File: src/rtl/la_pwrseq_pkg.sv
// Shared types and helpers for the la_pwrseq power-domain sequencer.
package la_pwrseq_pkg;

  // Sequencer states; 3-bit binary encoding.
  typedef enum logic [2:0] {
    ST_OFF       = 3'd0,
    ST_RAMP_UP   = 3'd1,
    ST_WAIT_GOOD = 3'd2,
    ST_DEISO     = 3'd3,
    ST_ON        = 3'd4,
    ST_ISO       = 3'd5,
    ST_RAMP_DOWN = 3'd6
  } state_e;

  // Smallest legal spacing between bank steps.
  localparam int unsigned MIN_SPACING = 32'd1;

  // Effective step spacing: a programmed delay of 0 still spaces banks one cycle apart.
  function automatic int unsigned eff_spacing(input int unsigned d);
    if (d < MIN_SPACING) begin
      return MIN_SPACING;
    end else begin
      return d;
    end
  endfunction

endpackage

File: src/rtl/la_pwrseq_sync.sv
// Two-flop synchronizer for the asynchronous domain power-good signal.
module la_pwrseq_sync (
  input  logic clk_i,
  input  logic rst_i,
  input  logic d_i,
  output logic q_o
);

  logic meta_q;
  logic sync_q;

  // Shift the asynchronous input through two flops; both clear to 0 on reset.
  always_ff @(posedge clk_i or posedge rst_i) begin
    if (rst_i) begin
      meta_q <= 1'b0;
      sync_q <= 1'b0;
    end else begin
      meta_q <= d_i;
      sync_q <= meta_q;
    end
  end

  assign q_o = sync_q;

endmodule

File: src/rtl/la_pwrseq.sv
// Power-domain sequencer: staged switch-bank turn-on, power-good wait,
// isolation release and acknowledge; power-down runs the reverse order.
module la_pwrseq
  import la_pwrseq_pkg::*;
#(
  parameter int    N       = 4,
  parameter int    DW      = 8,
  parameter int    TW      = 12,
  parameter int    TIMEOUT = 1024,
  parameter string PROP    = "DEFAULT"
) (
  input  logic          clk,
  input  logic          reset,
  input  logic          req,
  input  logic [DW-1:0] stagedelay,
  input  logic          pwr_good,
  output logic [N-1:0]  sw_en,
  output logic          iso_en,
  output logic          ack,
  output logic          busy,
  output logic          err
);

  localparam logic [N-1:0]  SW_FIRST = N'(1'b1);
  localparam logic [N-1:0]  SW_ALL   = '1;
  localparam logic [TW-1:0] TMO_INIT = TW'(TIMEOUT);
  localparam logic [DW-1:0] CNT_ONE  = DW'(1'b1);
  localparam logic [TW-1:0] TMO_ONE  = TW'(1'b1);

  state_e        state_q;
  logic [N-1:0]  sw_q;
  logic          iso_q;
  logic          ack_q;
  logic          busy_q;
  logic          err_q;
  logic          armed_q;
  logic [DW-1:0] cnt_q;
  logic [TW-1:0] tmo_q;

  logic          pg_s;
  logic [DW-1:0] spacing_s;
  logic          last_bank_s;

  la_pwrseq_sync u_pg_sync (
    .clk_i (clk),
    .rst_i (reset),
    .d_i   (pwr_good),
    .q_o   (pg_s)
  );

  // Step spacing is re-sampled at every counter reload.
  assign spacing_s   = DW'(eff_spacing(32'(stagedelay)));
  // Only bank 0 is still conducting, so the next ramp-down step ends in OFF.
  assign last_bank_s = (sw_q == SW_FIRST);

  // Sequencer FSM with all outputs registered; sw_en stays a thermometer code.
  always_ff @(posedge clk or posedge reset) begin
    if (reset) begin
      state_q <= ST_OFF;
      sw_q    <= '0;
      iso_q   <= 1'b1;
      ack_q   <= 1'b0;
      busy_q  <= 1'b0;
      err_q   <= 1'b0;
      armed_q <= 1'b1;
      cnt_q   <= '0;
      tmo_q   <= '0;
    end else begin
      case (state_q)
        ST_OFF: begin
          if (!req) begin
            armed_q <= 1'b1;
          end else if (armed_q) begin
            sw_q    <= SW_FIRST;
            err_q   <= 1'b0;
            armed_q <= 1'b0;
            cnt_q   <= spacing_s;
            busy_q  <= 1'b1;
            state_q <= ST_RAMP_UP;
          end
        end

        ST_RAMP_UP: begin
          if (!req) begin
            sw_q  <= sw_q >> 1'b1;
            cnt_q <= spacing_s;
            if (last_bank_s) begin
              busy_q  <= 1'b0;
              state_q <= ST_OFF;
            end else begin
              state_q <= ST_RAMP_DOWN;
            end
          end else if (cnt_q <= CNT_ONE) begin
            if (sw_q == SW_ALL) begin
              tmo_q   <= TMO_INIT;
              state_q <= ST_WAIT_GOOD;
            end else begin
              sw_q  <= (sw_q << 1'b1) | SW_FIRST;
              cnt_q <= spacing_s;
            end
          end else begin
            cnt_q <= cnt_q - CNT_ONE;
          end
        end

        ST_WAIT_GOOD: begin
          if (!req || (!pg_s && (tmo_q <= TMO_ONE))) begin
            // Request drop and power-good timeout share the same unwind path.
            if (req) begin
              err_q <= 1'b1;
            end
            tmo_q <= '0;
            sw_q  <= sw_q >> 1'b1;
            cnt_q <= spacing_s;
            if (last_bank_s) begin
              busy_q  <= 1'b0;
              state_q <= ST_OFF;
            end else begin
              state_q <= ST_RAMP_DOWN;
            end
          end else if (pg_s) begin
            iso_q   <= 1'b0;
            state_q <= ST_DEISO;
          end else begin
            tmo_q <= tmo_q - TMO_ONE;
          end
        end

        ST_DEISO: begin
          if (!req) begin
            iso_q   <= 1'b1;
            state_q <= ST_ISO;
          end else begin
            ack_q   <= 1'b1;
            busy_q  <= 1'b0;
            state_q <= ST_ON;
          end
        end

        ST_ON: begin
          if (!req) begin
            iso_q   <= 1'b1;
            ack_q   <= 1'b0;
            busy_q  <= 1'b1;
            state_q <= ST_ISO;
          end
        end

        ST_ISO: begin
          sw_q  <= sw_q >> 1'b1;
          cnt_q <= spacing_s;
          if (last_bank_s) begin
            busy_q  <= 1'b0;
            state_q <= ST_OFF;
          end else begin
            state_q <= ST_RAMP_DOWN;
          end
        end

        ST_RAMP_DOWN: begin
          if (cnt_q <= CNT_ONE) begin
            sw_q  <= sw_q >> 1'b1;
            cnt_q <= spacing_s;
            if (last_bank_s) begin
              busy_q  <= 1'b0;
              state_q <= ST_OFF;
            end
          end else begin
            cnt_q <= cnt_q - CNT_ONE;
          end
        end

        default: begin
          state_q <= ST_OFF;
          sw_q    <= '0;
          iso_q   <= 1'b1;
          ack_q   <= 1'b0;
          busy_q  <= 1'b0;
          cnt_q   <= '0;
          tmo_q   <= '0;
        end
      endcase
    end
  end

  assign sw_en  = sw_q;
  assign iso_en = iso_q;
  assign ack    = ack_q;
  assign busy   = busy_q;
  assign err    = err_q;

endmodule

File: config.mk
export PLATFORM = sky130hd
export DESIGN_NAME = la_pwrseq
export DESIGN_NICKNAME = d
export VERILOG_FILES = /design/src/rtl/la_pwrseq_pkg.sv /design/src/rtl/la_pwrseq_sync.sv /design/src/rtl/la_pwrseq.sv
export SDC_FILE = /design/constraint.sdc
export NUM_CORES = 1
export LEC_CHECK = 0
export ABC_CLOCK_PERIOD_IN_PS = 2500
export BUFFER_PORTS_ARGS = -buffer_cell sky130_fd_sc_hd__buf_4
export CAP_MARGIN = 15
export CORE_ASPECT_RATIO = 1.4
export CORE_UTILIZATION = 55
export CTS_CLUSTER_DIAMETER = 150
export DETAILED_ROUTE_END_ITERATION = 10
export HOLD_SLACK_MARGIN = 0.12
export PLACE_DENSITY = 0.85
export SYNTH_ARGS = -nofsm -noshare
export SYNTH_HDL_FRONTEND = slang
export SYNTH_SLANG_ARGS = --single-unit
export TNS_END_PERCENT = 30
File: constraint.sdc
create_clock -name clk -period 2.5 [get_ports clk]
set_clock_uncertainty 0.2 [all_clocks]
set_input_delay 0.5 -clock clk [delete_from_list [all_inputs] [get_ports clk]]
set_output_delay 0.5 -clock clk [all_outputs]
set_load 0.02 [all_outputs]
# After elaboration in Yosys (flattened, before gate mapping)
# Cells that the tools add are included.
# word_totals
reg_bits	34
in_bits	12
output_inout_bits	8
elab_cells	123
# classes
add_sub_neg	2
magnitude_cmp	3
n_eq_ne	29
mux	56
bitwise_logic	4
n_reduce_logical	18
# op_table
cell	count
$mux W8	8
$mux W12	5
$pmux W8 S6	1
$pmux W12 S3	1
$mux W3	11
$mux W4	7
$ne A2 B2 Y1 const B	14
$pmux W4 S6	1
$pmux W3 S7	1
$mux W1	17
$reduce_and A5 Y1	3
$reduce_and A7 Y1	2
$le A12 B1 Y1 const B	1
$ne A3 B3 Y1 const B	4
$sub A12 B1 Y12 const B	1
$reduce_or A5 Y1	2
$eq A3 B3 Y1 const B	3
$le A8 B1 Y1 const B	1
$lt A8 B1 Y1 const B	1
$reduce_and A8 Y1	1
$sub A8 B1 Y8 const B	1
$pmux W1 S7	1
$eq A3 B2 Y1 const B	2
$pmux W1 S3	2
17 further kinds	21

# Longest topological paths before layout
# Gate-level depths: netlist of run 1.
# logic_depth
word_depth	6
mapped_depth	10
mapped_depth_nobuf	8

# Cells and area by module
# From an unflattened synthesis of run 1, not the netlist that was laid out.
# unflattened
cells_unflattened	260
area_unflattened_um2	2257.2
# modules_own_cells
module	n_inst	cells_per_inst	area_each_um2	seq_area_each_um2
la_pwrseq	1	257	2203.4	803.3
la_pwrseq_sync	1	3	53.8	50.0

# Worst setup path after synthesis of run 1
# No wires, ideal clock.
# synth_path
path_type	register to register
from	reg cnt_q[0]
to	reg busy_q (netlist: busy)
setup_ns	0.121
t_arrival_ns	1.984
required_ns	2.179
slack_ns	0.195
path_stages_with_launch	10
n_path_buf	1
period_less_slack_ns	2.305
cell_sequence	dfrtp_1 > inv_1 > ha_1 > or2_1 > and3_1 > or2_1 > buf_6 > o211a_4 > nor3b_4 > a22o_1
# synth_between
elab_chain_len	3
# synth_lines
element	line_no	rtl
start, declared	la_pwrseq.sv:37	logic [DW-1:0] cnt_q;
start signal, assigned	la_pwrseq.sv:77	cnt_q <= spacing_s;
start signal, assigned	la_pwrseq.sv:86	cnt_q <= spacing_s;
start signal, assigned	la_pwrseq.sv:99	cnt_q <= spacing_s;
$le A8 B1 Y1	la_pwrseq.sv:161	if (cnt_q <= CNT_ONE) begin
$ne A2 B2 Y1 (no source line)	n/a	
$reduce_and A7 Y1 (no source line)	n/a	
end signal, assigned	la_pwrseq.sv:153	busy_q <= 1'b0;
end signal, assigned	la_pwrseq.sv:165	busy_q <= 1'b0;
end signal, assigned	la_pwrseq.sv:178	busy_q <= 1'b0;
end, declared	la_pwrseq.sv:34	logic busy_q;
# Every way passes these cells.
# A chain may end at the register's enable or synchronous reset.

# Worst setup path in the final report of run 1
# Same ends and word-level chain as after synthesis.

==> impl_metrics.py, run 1 <==
metrics = {
    "synthesis": {
        "synth_area_um2": 2250,
        "ys.warnings.count": 0,
        "synth.area.top_cells": "dfrtp_1 36%, a21oi_1 5.6%, nand2_1 4.8%, o21ai_0 4.5%, nor2_1 3.3%",
        "yosysSeqAreaShare": 0.380,
        "syn_inst": 258,
        "synth_fp_nets": 274,
        "synth_ff_type": "dfrtp_1",
        "synth_cell_types": 60,
        "async_flop_share": 1.00,
        "synth_edf_count": 0,
        "avgSynthCellArea_um2": 8.71,
        "synth_top_area_frac": 0.356,
        "synth_area_leader_cell": "dfrtp_1",
        "ys_ff_latch": 34,
    },
    "die": {
        "die_y_um": 77.6,
        "initial_core_util": 0.573,
        "die_x_um": 56.0,
        "rows": 27,
        "core_area_um2": 3920,
        "io_pins": 20,
        "dieArea_um2": 4350,
    },
    "clock_tree": {
        "clkTransAtPathRegs_ps": 70,
        "cts_tree": "done",
        "cts_num_sinks": 34,
        "post-cts-setup-buffers": 0,
        "numCtsBuffers": 5,
        "cts.path.max_buffers": 2,
        "cts-root-buf": "clkbuf_8",
        "htree_num_levels": 2,
        "clk_latency_ps": 290,
    },
    "global_routing": {
        "busiest_layer": "met2",
        "grt_util_met1": 0.309,
        "grt_use_met2": 0.477,
        "use_met3": 0.0483,
        "grtUsageTotal": 0.275,
        "grt-ovfl-total": 0,
        "grt_max_degree": 35,
        "grt_antenna_before_repair": 0,
        "grt_pass1_wl_um": 9430,
        "first_global_vias": 2113,
    },
    "power_and_ir_drop": {
        "powerDensity_nw_per_um2": 593,
        "power.leakage_nw": 1.13,
        "power_w": 0.00154,
        "ir_worst_vdd_mv": 0.503,
    },
    "drt": {
        "viasPerCell": 6.37,
        "drt_iter0_drc": 115,
        "vias": 2116,
        "drt_pass1_iterations": 5,
        "drt-total-wl_um": 5440,
        "ant_nets": 0,
        "wire_per_inst_um": 16.4,
        "drc": 0,
    },
    "timing": {
        "fin_ws_ps": 143,
        "setup_violations": 0,
        "fmax_mhz": 424,
        "fin_crit_sh": 0.943,
        "worst_pin_slew_ps": 590,
        "fin_setup_tns_ps": 0,
        "rsz0062_at_grt": "false",
        "layout_min_cycle_time_ps": 2360,
        "drv_slew": 0,
        "final_hold_viol_count": 0,
        "slew_headroom": 0.604,
    },
    "cells_and_area": {
        "diodes": 0,
        "nets": 304,
        "multi_input_area_um2": 1270,
        "final_core_util": 0.663,
        "areaGrowthSynthToFinish_pct": 15.5,
        "fill_cells": 313,
        "drive_gt1_frac": 0.221,
        "seqCellArea_um2": 853,
    },
    "critical_path": {
        "crit_arrival_ps": 2340,
        "worstSetupPathType": "flip-flop to flip-flop",
        "worstSetupStartpointType": "flip-flop",
        "crit_path_end_kind": "flip-flop",
        "crit_start": "cnt_q[0]",
        "cp.required_ps": 2480,
        "reg2reg_from": "cnt_q[0]",
        "r2r_slack_ps": 140,
        "worstPathMaxFanout": 6,
    },
    "run_status": {
        "outcome": "completed",
    },
    "placed_design": {
        "place_hpwl_um": 4010,
        "io_buffers": 19,
        "post-place-ws_ps": 92.6,
        "gp_congestion": 0.893,
    },
    "run": {
        "max_cap_viol_count": 0,
    },
    "worst_hold_path": {
        "hold_class": "flip-flop to flip-flop",
        "holdCritStartpoint": "u_pg_sync.meta_q",
    },
}
[final timing paths]
kind                                 end  cells past startpoint
max reg2reg                         busy                      8
min reg2reg                u_pg_sync.q_o                      0
min                        u_pg_sync.q_o                      0
max in group asynchronous         iso_en                      4
min in group asynchronous     state_q[0]                      4
max                                 busy                      8
[metal layers]
metal | vias to the layer above | wire [µm]
met2 | 71 | 2850
met1 | 1002 | 2150
met4 | 0 | 235
li1 | 1017 | -
met3 | 26 | 206
met5 | - | 0
[registers in the layout (all words and copies together) (netlist names)]
signal	cells
u_pg_sync.meta_q	1
tmo_q	12
busy	1
err	1
iso_en	1
cnt_q	8
ack	1
sw_en	4
armed_q	1
u_pg_sync.q_o	1
state_q	3
[critical path, stage by stage, from the launching register on]
cell     delay, ps
dfrtp_1        380
inv_1           90
ha_2           220
or2_4          280
and3_1         200
or2_1          300
o211a_4        180
nor3b_4        160
a22o_1         240
[cells in the mapped netlist (4+ instances only)]
cell type,n
dfrtp_1,32
nand2_1,29
a21oi_1,25
nor2_1,20
o21ai_0,20
inv_1,11
o21ai_1,11
nor3_1,8
nand3_1,6
a22oi_1,5
a31oi_1,5
a32oi_1,5
clkbuf_1,5
buf_6,4
ha_1,4
[through the flow]
| stage | hold WS, ps | area (µm²) | instances |
|---|---|---|---|
| final | 160 | 2600 | 332 |
| after global routing | 174 | 2600 | 332 |
| after CTS | 163 | 2590 | 332 |
| after detailed placement | 143 | 2470 | 322 |
| after global placement | 133 | 2470 | 322 |
| after floorplan | 131 | 2250 | 258 |
[cell type report]
cell class              count  area share
clock buffers               6      0.0318
clock inverters             2     0.00482
inverters                  11      0.0159
multi-input cells         199       0.489
flip-flops and latches     34       0.329
well taps                  43      0.0207
repair buffers             37       0.109
[kinds of logic (layout without fill, tap and decap cells)]
| logic type | count (synthesis) | in the layout | synth area share |
|---|---|---|---|
| mux | 1 | 1 | 0.00501 |
| xor+xnor | 3 | 3 | 0.0117 |
| buf+inv | 25 | 56 | 0.0585 |
| fa+ha+maj | 4 | 4 | 0.0223 |
| compound gates | 100 | 100 | 0.293 |
| flops | 34 | 34 | 0.380 |
| simple gates | 91 | 91 | 0.229 |
[power breakdown]
part | switching, W | internal (W)
combinational | 0.000226 | 0.000191
clock | 0.000208 | 0.000221
sequential | 0.0000708 | 0.000622
total | 0.000504 | 0.00103
[cell usage in the layout, fill, tap and decap left out, types with 2 or more instances in the layout]
cell type,instances
a211oi_1,2
o21a_1,2
dfrtp_1,32
or4_1,2
o31ai_1,3
a32oi_1,5
a22o_1,3
nor2b_1,2
nor3_1,8
nand3_1,6
a31oi_1,5
a22oi_1,5
a21oi_1,25
o22ai_1,2
nand2_1,28
xnor2_1,3
o21ai_1,11
o21ai_0,20
nor4_1,3
dlygate4sd3_1,2
buf_4,35
nor4_2,2
nor2_1,20
clkbuf_8,6
ha_1,3
a211o_1,2
dfstp_2,2
and3_1,3
inv_1,11
a21o_1,3
[repair_timing]
action,CTS,global route
setup endpoints to repair,0,4
endpoints found under the hold margin,33,0
hold buffers,2,0
resized for setup,0,3
No activity file was read; power rests on OpenSTA's default activity.
==> inputs of run 2 (changes only) <==
--- a/config.mk
+++ b/config.mk
@@ -5,6 +5,7 @@
 export SDC_FILE = /design/constraint.sdc
 export NUM_CORES = 1
 export LEC_CHECK = 0
+export ABC_AREA = 1
 export ABC_CLOCK_PERIOD_IN_PS = 2500
 export BUFFER_PORTS_ARGS = -buffer_cell sky130_fd_sc_hd__buf_4
 export CAP_MARGIN = 15
@@ -13,7 +14,7 @@
 export CTS_CLUSTER_DIAMETER = 150
 export DETAILED_ROUTE_END_ITERATION = 10
 export HOLD_SLACK_MARGIN = 0.12
-export PLACE_DENSITY = 0.85
+export PLACE_DENSITY = 0.84
 export SYNTH_ARGS = -nofsm -noshare
 export SYNTH_HDL_FRONTEND = slang
 export SYNTH_SLANG_ARGS = --single-unit
==> impl_metrics.py, run 2 <==
metrics = {
    "synthesis": {
        "synth_edf_count": 0,
        "synth_area_leader_cell": "dfrtp_1",
        "synth_commonest_cells": "130 x nand2_1, 42 x nor2_1, 38 x inv_1",
        "synth_area_um2": 2470,
        "synth_most_common_cell": "nand2_1",
        "yosysSeqAreaShare": 0.346,
        "synth_cell_types": 33,
        "ys_ff_latch": 34,
        "syn_inst": 367,
        "synth.area.top_cells": "dfrtp_1 32%, nand2_1 20%, nor2_1 6.4%, inv_1 5.8%, o21ai_0 4.1%",
        "avgSynthCellArea_um2": 6.73,
        "async_flop_share": 1.00,
        "synth_top_area_frac": 0.324,
        "ys.warnings.count": 0,
        "synth_ff_type": "dfrtp_1",
        "synth_fp_nets": 383,
    },
    "die": {
        "dieArea_um2": 4760,
        "core_area_um2": 4270,
        "io_pins": 20,
        "die_x_um": 58.6,
        "rows": 28,
        "initial_core_util": 0.578,
        "die_y_um": 81.3,
    },
    "global_routing": {
        "grt_max_degree": 35,
        "use_met3": 0.0478,
        "grt-ovfl-total": 0,
        "grt_use_met2": 0.491,
        "grt_pass1_wl_um": 9780,
        "grtUsageTotal": 0.274,
        "busiest_layer": "met2",
        "first_global_vias": 2299,
        "grt_util_met1": 0.299,
        "grt_antenna_before_repair": 0,
    },
    "placed_design": {
        "post-place-ws_ps": 377,
        "gp_congestion": 0.955,
        "place_hpwl_um": 4290,
        "io_buffers": 19,
    },
    "critical_path": {
        "cp.required_ps": 2480,
        "path_delay_family": "simple AND/OR/NAND/NOR gates",
        "critPathSlowestCell": "dfrtp_1",
        "worstPathMaxFanout": 10,
        "worstSetupStartpointType": "flip-flop",
        "slowest_delay_ps": 680,
        "crit_top_cell": "nand2_1",
        "crit_arrival_ps": 2140,
        "worstPathCellList": "inv_2 > nand3_1 > nand2_1 > inv_1 > o21ai_2 > nor2_2 > nand3_2 > nand2_1 > o21ai_1",
        "crit_path_end_kind": "flip-flop",
        "worstPathBufferInverterCount": 2,
        "worstSetupPathType": "flip-flop to flip-flop",
    },
    "drt": {
        "vias": 2375,
        "drt_iter0_drc": 125,
        "drt-total-wl_um": 5790,
        "drc": 0,
        "viasPerCell": 5.23,
        "ant_nets": 0,
        "wire_per_inst_um": 12.8,
        "drt_pass1_iterations": 4,
    },
    "timing": {
        "fmax_mhz": 463,
        "layout_min_cycle_time_ps": 2160,
        "drv_slew": 0,
        "fin_crit_sh": 0.864,
        "rsz0062_at_grt": "false",
        "worst_pin_slew_ps": 539,
        "setup_violations": 0,
        "fin_setup_tns_ps": 0,
        "fin_ws_ps": 340,
        "slew_headroom": 0.641,
        "final_hold_viol_count": 0,
    },
    "power_and_ir_drop": {
        "ir_worst_vdd_mv": 0.783,
        "powerDensity_nw_per_um2": 1390,
        "power.leakage_nw": 1.55,
    },
    "clock_tree": {
        "post-cts-setup-buffers": 0,
        "numCtsBuffers": 5,
        "clk_latency_ps": 290,
        "cts-root-buf": "clkbuf_8",
        "cts.path.max_buffers": 2,
        "cts_hold_buf": 2,
        "cts_num_sinks": 34,
        "htree_num_levels": 2,
        "cts_tree": "done",
        "clkTransAtPathRegs_ps": 70,
        "ctsResizeCount": 0,
    },
    "cells_and_area": {
        "nets": 409,
        "final_cell_mix": "130 x nand2_1, 42 x nor2_1, 38 x inv_1",
        "areaGrowthSynthToFinish_pct": 13.3,
        "drive_gt1_frac": 0.170,
        "diodes": 0,
        "fill_cells": 430,
        "final_common_cell": "nand2_1",
        "largest_register_ffs": 12,
        "largest-register": "tmo_q",
    },
    "worst_hold_path": {
        "hold_class": "flip-flop to flip-flop",
    },
    "run": {
        "max_cap_viol_count": 0,
    },
    "run_status": {
        "outcome": "completed",
    },
}
-- run 2: worst paths after layout --
| check | from | to | slack [ps] | cells past startpoint |
|---|---|---|---|---|
| worst max-delay path | state_q[2] | sw_en[0] | 340 | 9 |
| worst min-delay path | u_pg_sync.meta_q | u_pg_sync.q_o | 150 | 0 |
| worst max register to register | state_q[2] | sw_en[0] | 340 | 9 |
| worst min register to register | u_pg_sync.meta_q | u_pg_sync.q_o | 150 | 0 |
| max in group asynchronous | reset | iso_en | 1100 | 4 |
| min in group asynchronous | reset | ack | 660 | 4 |
-- run 2: layer usage --
layer | up-vias | part of all wire
li1 | 1197 | -
met1 | 1100 | 0.40
met2 | 57 | 0.53
met3 | 21 | 0.033
met4 | 0 | 0.035
met5 | - | 0
-- run 2: report_power, final --
| part | switching [W] | leakage [nW] | internal, W |
|---|---|---|---|
| logic | 0.00160 | 1.05 | 0.000835 |
| registers | 0.000222 | 0.442 | 0.000751 |
| clock network | 0.000204 | 0.0575 | 0.000278 |
-- run 2: final cells by class --
cell class                 count  area (µm²)  share of cell area
sequential                    34         853               0.305
multi-input combinational    280        1400               0.500
timing repair buffer          22         170              0.0609
clock buffer                   8         110              0.0394
inverter                      50         190              0.0680
tap                           60        75.1              0.0268
-- run 2: cell families after synthesis --
logic type                 Yosys count  synth area share
adders and majority gates            4            0.0203
DFF                                 34             0.346
buffers and inverters               53            0.0882
AOI/OAI and AO/OA                   43            0.0948
and+or+nand+nor                    223             0.416
xor gates and xnor gates            10            0.0355
-- run 2: per-stage QoR --
stage	instance area, µm²	hold slack [ps]	std cells	power, W	utilization
after floorplan	2470	131	367	0.00290	-
after global placement	2670	137	444	0.00333	0.624
after detailed placement	2670	140	444	0.00338	0.624
after CTS	2800	156	454	0.00390	0.654
after global routing	2800	158	454	0.00430	0.654
final	2800	153	454	0.00389	0.654
-- run 2: worst reg2reg max path: cells and delay by family, from the launching register on --
| kind | cells | cell delay (ps) |
|---|---|---|
| compound gates | 2 | 140 |
| buf+inv | 2 | 350 |
| flops | 1 | 680 |
| simple gates | 5 | 700 |
